$ cat src/rtl/if_fetch_stage.sv
// Instruction fetch: holds the PC, picks the next PC and runs a single-outstanding imem handshake.
// Outputs are combinational from state and inputs; IF_Protect parks the acked word in HOLD.
module if_fetch_stage #(
  parameter logic [31:0] RESET_PC = 32'h8000_0000,
  parameter logic [31:0] INT_VEC  = 32'h8000_0004,
  parameter logic [31:0] EXC_VEC  = 32'h8000_0008
) (
  input  logic        CLK,
  input  logic        Reset,
  input  logic [2:0]  PCsrc,
  input  logic [31:0] BranchTarget,
  input  logic [31:0] JumpTarget,
  input  logic [31:0] JrTarget,
  input  logic        IF_Protect,
  output logic        imem_req,
  output logic [31:0] imem_addr,
  input  logic        imem_ack,
  input  logic [31:0] imem_rdata,
  output logic        IF_valid,
  output logic [31:0] IF_instruct,
  output logic [31:0] IF_PCplus4
);

  typedef enum logic [1:0] {S_IDLE = 2'd0, S_WAIT = 2'd1, S_HOLD = 2'd2} state_t;

  state_t      state_q, state_d;
  logic [31:0] pc_q, pc_d;
  logic [31:0] addr_q, addr_d;
  logic [31:0] hold_q, hold_d;
  logic        req_q, req_d;
  logic        kill_q, kill_d;

  logic        redirect;
  logic [31:0] redirect_pc;
  logic [31:0] pc_seq;

  // Bit 31 is the kernel bit: sequential fetch never carries into it.
  assign pc_seq = {pc_q[31], pc_q[30:0] + 31'd4};

  always_comb begin
    redirect    = 1'b0;
    redirect_pc = '0;
    case (PCsrc)
      3'd1: begin redirect = 1'b1; redirect_pc = BranchTarget; end
      3'd2: begin redirect = 1'b1; redirect_pc = JumpTarget;   end
      3'd3: begin redirect = 1'b1; redirect_pc = JrTarget;     end
      3'd4: begin redirect = 1'b1; redirect_pc = INT_VEC;      end
      3'd5: begin redirect = 1'b1; redirect_pc = EXC_VEC;      end
      default: ;
    endcase
  end

  always_ff @(posedge CLK or posedge Reset) begin
    if (Reset) begin
      state_q <= S_IDLE;
      pc_q    <= RESET_PC;
      addr_q  <= RESET_PC;
      hold_q  <= '0;
      req_q   <= 1'b0;
      kill_q  <= 1'b0;
    end else begin
      state_q <= state_d;
      pc_q    <= pc_d;
      addr_q  <= addr_d;
      hold_q  <= hold_d;
      req_q   <= req_d;
      kill_q  <= kill_d;
    end
  end

  always_comb begin
    state_d = state_q;
    pc_d    = pc_q;
    addr_d  = addr_q;
    hold_d  = hold_q;
    req_d   = req_q;
    kill_d  = kill_q;
    case (state_q)
      S_IDLE: begin
        state_d = S_WAIT;
        req_d   = 1'b1;
        addr_d  = pc_q;
      end
      S_WAIT: begin
        if (redirect) begin
          pc_d = redirect_pc;
          if (imem_ack) begin
            addr_d = redirect_pc;
            kill_d = 1'b0;
          end else begin
            // Request stays on the bus; its eventual ack is the one dropped.
            kill_d = 1'b1;
          end
        end else if (imem_ack) begin
          if (kill_q) begin
            addr_d = pc_q;
            kill_d = 1'b0;
          end else if (!IF_Protect) begin
            pc_d   = pc_seq;
            addr_d = pc_seq;
          end else begin
            hold_d  = imem_rdata;
            req_d   = 1'b0;
            state_d = S_HOLD;
          end
        end
      end
      S_HOLD: begin
        if (redirect) begin
          pc_d    = redirect_pc;
          addr_d  = redirect_pc;
          req_d   = 1'b1;
          hold_d  = '0;
          state_d = S_WAIT;
        end else if (!IF_Protect) begin
          pc_d    = pc_seq;
          addr_d  = pc_seq;
          req_d   = 1'b1;
          state_d = S_WAIT;
        end
      end
      default: begin
        state_d = S_IDLE;
        req_d   = 1'b0;
      end
    endcase
  end

  always_comb begin
    IF_valid    = ((state_q == S_HOLD) || ((state_q == S_WAIT) && imem_ack && !kill_q)) && !redirect;
    IF_instruct = '0;
    IF_PCplus4  = '0;
    if (IF_valid) begin
      IF_instruct = (state_q == S_HOLD) ? hold_q : imem_rdata;
      IF_PCplus4  = pc_seq;
    end
  end

  assign imem_req  = req_q;
  assign imem_addr = addr_q;

endmodule

$ cat config.mk
export PLATFORM = sky130hd
export DESIGN_NAME = if_fetch_stage
export DESIGN_NICKNAME = d
export VERILOG_FILES = /design/src/rtl/if_fetch_stage.sv
export SDC_FILE = /design/constraint.sdc
export NUM_CORES = 1
export LEC_CHECK = 0
export CAP_MARGIN = 10
export CORE_ASPECT_RATIO = 0.6
export CORE_MARGIN = 2
export CORE_UTILIZATION = 42
export CTS_CLUSTER_DIAMETER = 200
export CTS_CLUSTER_SIZE = 28
export DETAILED_ROUTE_END_ITERATION = 16
export PLACE_DENSITY = 0.8
export REMOVE_ABC_BUFFERS = 1
export SETUP_SLACK_MARGIN = 0.3
export SYNTH_ARGS = -nofsm -noshare
export SYNTH_HDL_FRONTEND = slang
export SYNTH_SLANG_ARGS = --single-unit
$ cat constraint.sdc
create_clock -name CLK -period 3.8 [get_ports CLK]
set_input_delay 0.76 -clock CLK [delete_from_list [all_inputs] [get_ports CLK]]
set_output_delay 0.76 -clock CLK [all_outputs]
set_load 0.005 [all_outputs]
# Yosys cells after proc, flatten, opt, wreduce, memory -nomap -nowiden
# Index checks and enable logic that the tools add are counted.
[word_totals]
regBits = 100
input_bits = 135
[op_classes]
add_sub_neg = 1
eq_ne = 15
n_mux = 41
n_reduce_logical = 16
[ops]
columns = ["op", "count"]
rows = [
  ["32-bit two-way mux", 18],
  ["32-bit case mux with 5 select lines", 1],
  ["32-bit case mux with 2 select lines", 2],
  ["32-bit case mux with 3 select lines", 1],
  ["31-bit by 3-bit adder with 31-bit output, second input constant", 1],
  ["31-bit two-way mux", 1],
  ["2-bit two-way mux", 6],
  ["1-bit two-way mux", 10],
  ["2-bit inequality test, second input constant", 5],
  ["3-bit inequality test, second input constant", 3],
  ["3-bit by 2-bit equality test with 1-bit output, second input constant", 2],
  ["3-bit equality test, second input constant", 2],
  ["2-bit case mux with 3 select lines", 1],
  ["6-bit AND reduction", 1],
  ["5-bit AND reduction", 1],
  ["5-bit OR reduction", 1],
  ["2-bit AND reduction", 2],
  ["2-bit nonzero test", 2],
  ["3-bit by 1-bit equality test with 1-bit output, second input constant", 1],
  ["1-bit logical AND", 3],
  ["1-bit case mux with 3 select lines", 1],
  ["3-bit AND reduction", 1],
  ["3-bit nonzero test", 1],
  ["2-bit by 1-bit equality test with 1-bit output, second input constant", 1],
  ["4 further kinds", 5],
]

# Depth between registers and ports, before layout
# Gate-level depths: netlist (run 1).
[logic_depth]
depth_word = 6
depth_mapped = 10
ltp_nobuf = 7

# Worst setup path after synthesis (run 1)
# No wires, ideal clock.
[synth_path]
path_type = "input -> output"
startpoint = "input PCsrc[0]"
endpoint = "output IF_instruct[24]"
t_arrival_ns = 2.036
t_required_ns = 3.040
path_slack_ns = 1.004
cell_stages = 6
n_path_buf = 2
cell_sequence = "buf_6 or3_4 nand2_1 nand2_1 clkbuf_1 a21oi_1"
[synth_via]
elab_chain_len = 6
word_cells_on_any_way = 10
[synth_lines]
columns = ["element", "line_no", "source"]
rows = [
  ["start, declared", "10", "input logic [2:0] PCsrc,"],
  ["3-bit equality test, or another cell as far along", "43", "case (PCsrc)"],
  ["5-bit OR reduction (no source line) (*)", "n/a", ""],
  ["1-bit two-way mux (*)", "43", ""],
  ["1-bit logical NOT (*)", "130", "IF_valid = ((state_q == S_HOLD) || ((state_q == S_WAIT) && imem_ack && !kill_q)) && !redirect;"],
  ["1-bit logical AND (*)", "130", ""],
  ["32-bit two-way mux (*)", "133", "if (IF_valid) begin"],
  ["end, declared", "20", "output logic [31:0] IF_instruct,"],
]
# Mark *: on every way between the ends. The rest lies on a longest branch, timed or not.

# Worst setup path after layout (run 1)
[layout_path]
startpoint = "register pc_q[13]"
endpoint = "output IF_PCplus4[20]"
[layout_via]
elab_chain_len = 2
[layout_lines]
columns = ["element", "line_no", "source"]
rows = [
  ["start, declared", "27", "logic [31:0] pc_q, pc_d;"],
  ["start signal, assigned", "63", "pc_q <= pc_d;"],
  ["31-bit by 3-bit adder with 31-bit output", "38", "assign pc_seq = {pc_q[31], pc_q[30:0] + 31'd4};"],
  ["32-bit two-way mux", "133", ""],
  ["end, declared", "21", "output logic [31:0] IF_PCplus4"],
]
# Every way passes these cells.

==> results_dict.tcl, run 1 <==
set metrics [dict create \
    outcome "finished, final reports clean" \
    synth_seq_cells 100 \
    clkSinkCount 100 \
    mappedNetlistArea_um2 8190 \
    dpl.cell_count 1480 \
    power_density_nw_per_um2 645 \
    min_path_cells 2 \
    port_buffers 232 \
    end_kind "output port" \
    path_cells "and4_1, nand4_1, buf_4, or4_1, a21oi_1, clkdlybuf4s50_1" \
    ys_seq_area_share_pct 30.6 \
    dieWidth_um 184 \
    cts-root-buf "clkbuf_16" \
    drtAntennaViolNets 0 \
    reg2reg_from "state_q[0]" \
    clkLatencyLatePin_ns 0.36 \
    crit_end "IF_PCplus4[20]" \
    seqPwrFrac_pct 31.1 \
    setup_violations 0 \
    hold_viol_final 0 \
    regToRegSetupSlack_ns 0.92 \
    n_antenna_cell 0 \
    finalCritPeriodShare_pct 90.3 \
    grt_pass1_wl_um 46400 \
    rows 39 \
    leakage_uw 0.00450 \
    grt_max_degree 56 \
    drtIter0Drc 1119 \
    rsz0062_at_grt "yes" \
    r2r-end "imem_addr[4]" \
    ys.flop_type "dfrtp_1" \
    die_area_um2 20700 \
    first_pass_iters 5 \
    grt_pass1_vias 8465 \
    max_freq_mhz 291 \
    start_kind "flop" \
    cp_max_fo 12 \
    yosysUniqueCellTypes 81 \
    drive_gt1_share_pct 11.6 \
    fin_worst_skew_ns 0.0120 \
    cts-hold-fix-buffers 0 \
    ios 233 \
    worst_pin_slew_ns 0.861 \
    num_vias 9030 \
    pwr-share-comb_pct 55.1 \
    dpl.hpwl_um 20800 \
    fin_cells 1503 \
    slew_headroom_pct 42.5 \
    internal_power_uw 3950 \
    finalPower_uw 7140 \
    drt-vias-per-instance 6.01 \
    cts_buffers 9 \
    crit_required_ns 3.04 \
    finalCriticalPeriod_ns 3.43 \
    htree_num_levels 3 \
    wl_per_cell_um 19.8 \
    critPathArrivalTime_ns 2.67 \
    drv_slew 0 \
    cts_tree "done" \
    clockPowerShare_pct 13.9 \
    fill_cells 1745 \
    maxCapViolCount 0 \
    p_switching_uw 3190 \
    peakVddDrop_uv 330 \
    swShare_pct 44.7 \
    tns_ns 0 \
    place_ws_ns 0.392 \
    syn_inst 1054 \
    start_util_pct 42.9 \
    ff2ff_path_depth 9 \
    gp_congestion 0.919 \
    crit_path_max_incr_delay_ns 0.52 \
    critical_path_class "reg -> out" \
    antenna_found_initial 0 \
    core_um2 19100 \
    grt-ovfl-total 0 \
    hold_path_class "reg -> reg" \
    die_y_um 112 \
    synth_edf_count 0 \
    clk_pin_slew_ns 0.08 \
    async_reset_ff_share_pct 100 \
    setup_slack_ns 0.368 \
    grt_usage_pct 28.4 \
    layout-area-overhead-vs-synth_pct 35.3 \
    post-route-drc-count 0 \
    clk_path_buf_depth 2 \
    cp_slowest_cell "or4_1" \
    ys_warn_count 0 \
    synth.avg_cell_area_um2 7.77 \
    crit_start "pc_q[13]" \
    finalNetCount 1373 \
    wl_um 29700 \
]
registers in the layout, indices dropped and copies added, names as in the netlist:
| name | count |
|---|---|
| imem_req | 1 |
| kill_q | 1 |
| state_q | 2 |
| imem_addr | 32 |
| hold_q | 32 |
| pc_q | 32 |
cell usage after synthesis (10+ instances only):
cell type	n	area (um^2)
inv_1	45	169
a31oi_1	25	156
nand4_1	14	87.6
o22a_1	14	123
o21a_1	13	97.6
clkbuf_1	56	210
buf_2	37	185
a2bb2oi_1	25	219
o21ai_0	44	220
mux2_2	25	282
nor2_1	95	357
o21ai_1	19	95.1
dfrtp_1	98	2450
o22ai_1	31	194
nand2_1	133	499
a21oi_1	96	480
o221ai_1	10	87.6
mux2i_1	27	270
buf_4	10	75.1
xnor2_1	19	166
nand3_1	39	195
power by group through the flow:
stage	combinational, uW	sequential [uW]	clock (uW)
after detailed placement	3730	2200	0
final	3930	2220	990
after global routing	4260	2290	1050
after global placement	3660	2170	0
after CTS	3770	2190	999
after floorplan	2170	2110	0
layer usage:
metal	vias to the layer above	wire (um)	track usage [%]
met2	507	12400	41.9
met4	0	585	6.61
met5	-	0	0
met1	4303	13500	41.9
li1	4172	-	-
met3	48	3320	6.72
cells in the final DEF (no fill, tap or decap), types with 5 or more instances in the layout:
| cell | Yosys | routed |
|---|---|---|
| nor2b_1 | 6 | 6 |
| xnor2_1 | 19 | 19 |
| o21ai_0 | 44 | 44 |
| a22o_1 | 5 | 5 |
| a2bb2oi_1 | 25 | 25 |
| inv_1 | 45 | 44 |
| dfrtp_2 | 0 | 11 |
| and3_1 | 8 | 7 |
| nor3_2 | 4 | 5 |
| o21ai_1 | 19 | 19 |
| clkdlybuf4s50_1 | 0 | 229 |
| o221ai_1 | 10 | 10 |
| a21o_1 | 5 | 5 |
| a221oi_1 | 9 | 9 |
| nand4_1 | 14 | 14 |
| mux2i_1 | 27 | 27 |
| nor3_1 | 9 | 7 |
| a211oi_1 | 7 | 7 |
| buf_4 | 10 | 44 |
| nand3_1 | 39 | 39 |
| dfrtp_1 | 98 | 87 |
| xor2_1 | 7 | 7 |
| o22a_1 | 14 | 14 |
| o21a_1 | 13 | 13 |
| a21oi_1 | 96 | 95 |
| nand2_1 | 133 | 132 |
| and4_1 | 8 | 7 |
| clkbuf_16 | 0 | 9 |
| nand2b_1 | 9 | 9 |
| a31oi_1 | 25 | 25 |
| nor2_1 | 95 | 95 |
| o211ai_1 | 7 | 7 |
| o22ai_1 | 31 | 31 |
| mux2_2 | 25 | 25 |
critical path, delay by kind of cell (launching register included):
family	cells	cell delay (ns)
compound gates	1	0.16
buf+inv	2	0.75
flops	1	0.47
simple gates	3	0.92
per-stage QoR:
stage          area (um^2)  utilization [%]  hold WS (ns)
2_1_floorplan         7660                -         0.438
3_3_place_gp         10600             55.8         0.450
3_5_place_dp         10600             55.8         0.456
4_1_cts              11000             57.6         0.471
5_1_grt              11100             58.0         0.500
6_report             11100             58.0         0.467
layout make-up:
type | instances | area (um^2) | area share [%]
multi-input cells | 795 | 5040 | 45.6
repair buffers | 279 | 2690 | 24.3
flip-flops and latches | 100 | 2520 | 22.7
well taps | 266 | 333 | 3.01
clock buffers | 10 | 239 | 2.16
inverters | 47 | 179 | 1.62
clock inverters | 6 | 70.1 | 0.633
cell families (layout without fill, tap and decap cells):
kind of cell / count (synthesis) / after routing / synth area share, %
AO/OA/AOI/OAI: 360 / 360 / 29.7
XOR/XNOR: 26 / 26 / 2.78
adder cells (fa/ha/maj): 6 / 6 / 0.917
buffers and inverters: 159 / 342 / 8.60
flip-flops: 100 / 100 / 30.6
multiplexers: 52 / 52 / 6.74
AND/OR/NAND/NOR: 351 / 351 / 20.7
worst min-delay path by stage:
stage | from | to | slack (ns)
after CTS | hold_q[7] | hold_q[7] | 0.47
after floorplan | hold_q[0] | hold_q[0] | 0.44
final | hold_q[31] | hold_q[31] | 0.47
after detailed placement | hold_q[31] | hold_q[31] | 0.46
after global routing | hold_q[11] | hold_q[11] | 0.50
after global placement | hold_q[7] | hold_q[7] | 0.45
what timing repair did:
item                                    CTS  global route
pin swaps                                 1             1
resized for setup                         6            16
endpoints found under the setup margin   14            20
setup buffers                             2             5
Note: power is estimated with default switching activity, not from simulation.
==> run 2: changes to the inputs <==
--- a/config.mk
+++ b/config.mk
@@ -9,7 +9,7 @@
 export CORE_ASPECT_RATIO = 0.6
 export CORE_MARGIN = 2
 export CORE_UTILIZATION = 42
-export CTS_CLUSTER_DIAMETER = 200
+export CTS_CLUSTER_DIAMETER = 150
 export CTS_CLUSTER_SIZE = 28
 export DETAILED_ROUTE_END_ITERATION = 16
 export PLACE_DENSITY = 0.8
==> results of run 2 <==
Same layout as run 1: the final DEF is identical, and so are final timing and power.
==> run 3: changes to the inputs <==
--- a/config.mk
+++ b/config.mk
@@ -6,7 +6,7 @@
 export NUM_CORES = 1
 export LEC_CHECK = 0
 export CAP_MARGIN = 10
-export CORE_ASPECT_RATIO = 0.6
+export CORE_ASPECT_RATIO = 0.9
 export CORE_MARGIN = 2
 export CORE_UTILIZATION = 42
 export CTS_CLUSTER_DIAMETER = 150
==> run 3 against run 2 <==
- routed wire length down 3.6%
- sequential share of layout area about the same
- global-route usage down 0.91 points
- clock power down 12%
- critical path type unchanged
- largest power group unchanged
==> results_dict.tcl, run 3 (synthesis gave the netlist of run 1 again) <==
set metrics [dict create \
    hold_path_class "reg -> reg" \
    hold_viol_final 0 \
    ios 233 \
    leakage_uw 0.00453 \
    finalNetCount 1383 \
    worst_pin_slew_ns 0.859 \
    start_util_pct 42.7 \
    layout-area-overhead-vs-synth_pct 35.5 \
    port_buffers 232 \
    peakVddDrop_uv 310 \
    p_switching_uw 3100 \
    critPathArrivalTime_ns 2.65 \
    power_density_nw_per_um2 633 \
    grt-ovfl-total 0 \
    fin_worst_skew_ns 0.0107 \
    dpl.hpwl_um 19700 \
    clkSinkCount 100 \
    cts_buffers 9 \
    clockPowerShare_pct 12.4 \
    swShare_pct 44.1 \
    wl_met1_um 11700 \
    grt_pass1_vias 8663 \
    hold-worst-slack_ns 0.469 \
    finalPower_uw 7030 \
    cp_max_fo 9 \
    outcome "finished, final reports clean" \
    wl_per_cell_um 19.2 \
    cp.buffers_inverters 1 \
    layout_commonest_cell "clkdlybuf4s50_1" \
    core_um2 19200 \
    end_kind "output port" \
    pwr-share-comb_pct 56.1 \
    cts-hold-fix-buffers 0 \
    final_cell_mix "229 x clkdlybuf4s50_1, 131 x nand2_1, 95 x a21oi_1, 95 x nor2_1, 87 x dfrtp_1" \
    seq_area_um2 2520 \
    seqPwrFrac_pct 31.5 \
    wl_um 28700 \
    cp_slowest_cell "or4_4" \
    die_area_um2 20600 \
    cts_tree "done" \
    path_cells "ha_4, and3_2, nand3_4, or4_4, a21oi_1, clkdlybuf4s50_1" \
    wl_met2_um 13500 \
    grt_max_degree 64 \
    setup_violations 0 \
    maxCapViolCount 0 \
    rows 48 \
    grt_pass1_wl_um 44700 \
    clk_path_buf_depth 2 \
    drtIter0Drc 878 \
    gp_congestion 0.877 \
    grt_usage_pct 27.5 \
    drt-vias-per-instance 5.97 \
    fill_cells 1747 \
    multi_input_area_um2 5050 \
    max_freq_mhz 293 \
    antenna_found_initial 0 \
    critical_path.top_delay_family "simple AND/OR/NAND/NOR gates" \
    finalCriticalPeriod_ns 3.41 \
    n_antenna_cell 0 \
    htree_num_levels 3 \
    crit_required_ns 3.04 \
    critical_path_class "reg -> out" \
    rsz0062_at_grt "yes" \
    slew_headroom_pct 42.7 \
    crit_path_max_incr_delay_ns 0.58 \
    internal_power_uw 3920 \
    top_layer_used "met4" \
    drive_gt1_share_pct 11.9 \
    die_y_um 136 \
    clk_pin_slew_ns 0.07 \
    wl_met3_um 2670 \
    tns_ns 0 \
    post-route-drc-count 0 \
    finalCritPeriodShare_pct 89.8 \
    drtAntennaViolNets 0 \
    regToRegSetupSlack_ns 0.91 \
    cts-root-buf "clkbuf_16" \
    fin_cells 1497 \
    clkLatencyLatePin_ns 0.36 \
    num_vias 8943 \
    dpl.cell_count 1465 \
    drv_slew 0 \
    start_kind "flop" \
    first_pass_iters 6 \
    dieWidth_um 151 \
]
==> run 3: stage by stage <==
stage,util (%),setup slack (ns),cell area (um^2)
2_1_floorplan,-,-0.360,7660
3_3_place_gp,55.5,0.325,10600
3_5_place_dp,55.5,0.221,10600
4_1_cts,57.2,0.260,11000
5_1_grt,57.9,0.253,11100
6_report,57.9,0.388,11100
==> run 3: cell type report <==
cell class                 instances  share of cell area, %
clock buffer                      14                   2.29
multi-input combinational        795                   45.5
sequential                       100                   22.7
inverter                          47                   1.61
clock inverter                     2                 0.0902
timing repair buffer             289                   24.9
tap                              250                   2.82
==> run 3: worst register-to-register path: cells and delay by family, from the launching register on <==
family	cells	cell delay [ns]
buffers and inverters	1	0.08
DFF	1	0.42
AOI/OAI and AO/OA	4	1.23
and+or+nand+nor	1	0.18
adders and majority gates	1	0.84
==> run 3: metal layers <==
metal | vias up | global-route usage, %
met5 | - | 0
met4 | 0 | 10.6
met3 | 67 | 6.07
met2 | 444 | 45.2
met1 | 4242 | 35.2
li1 | 4190 | -
==> run 3: what timing repair did <==
| action | 4_1_cts | 5_1_grt |
|---|---|---|
| endpoints found under the setup margin | 40 | 46 |
| setup buffers | 2 | 14 |
| pin swaps | 2 | 3 |
| gates resized for setup | 12 | 11 |
| gates cloned | 0 | 0 |
==> run 3: path summary, 6_finish.rpt <==
kind	startpoint	endpoint	cells after the start
setup / recovery	pc_q[3]	IF_PCplus4[20]	6
hold / removal	hold_q[31]	hold_q[31]	2
setup reg to reg	state_q[1]	imem_addr[29]	7
hold reg to reg	hold_q[31]	hold_q[31]	2
max in group asynchronous	Reset	pc_q[2]	3
min in group asynchronous	Reset	hold_q[12]	2
==> run 3: power by group through the flow <==
stage / Combinational [uW] / Sequential [uW] / Clock [uW]
after floorplan: 2170 / 2110 / 0
after global placement: 3620 / 2170 / 0
after detailed placement: 3700 / 2200 / 0
after CTS: 3760 / 2200 / 887
after global routing: 4260 / 2280 / 931
final: 3940 / 2210 / 870
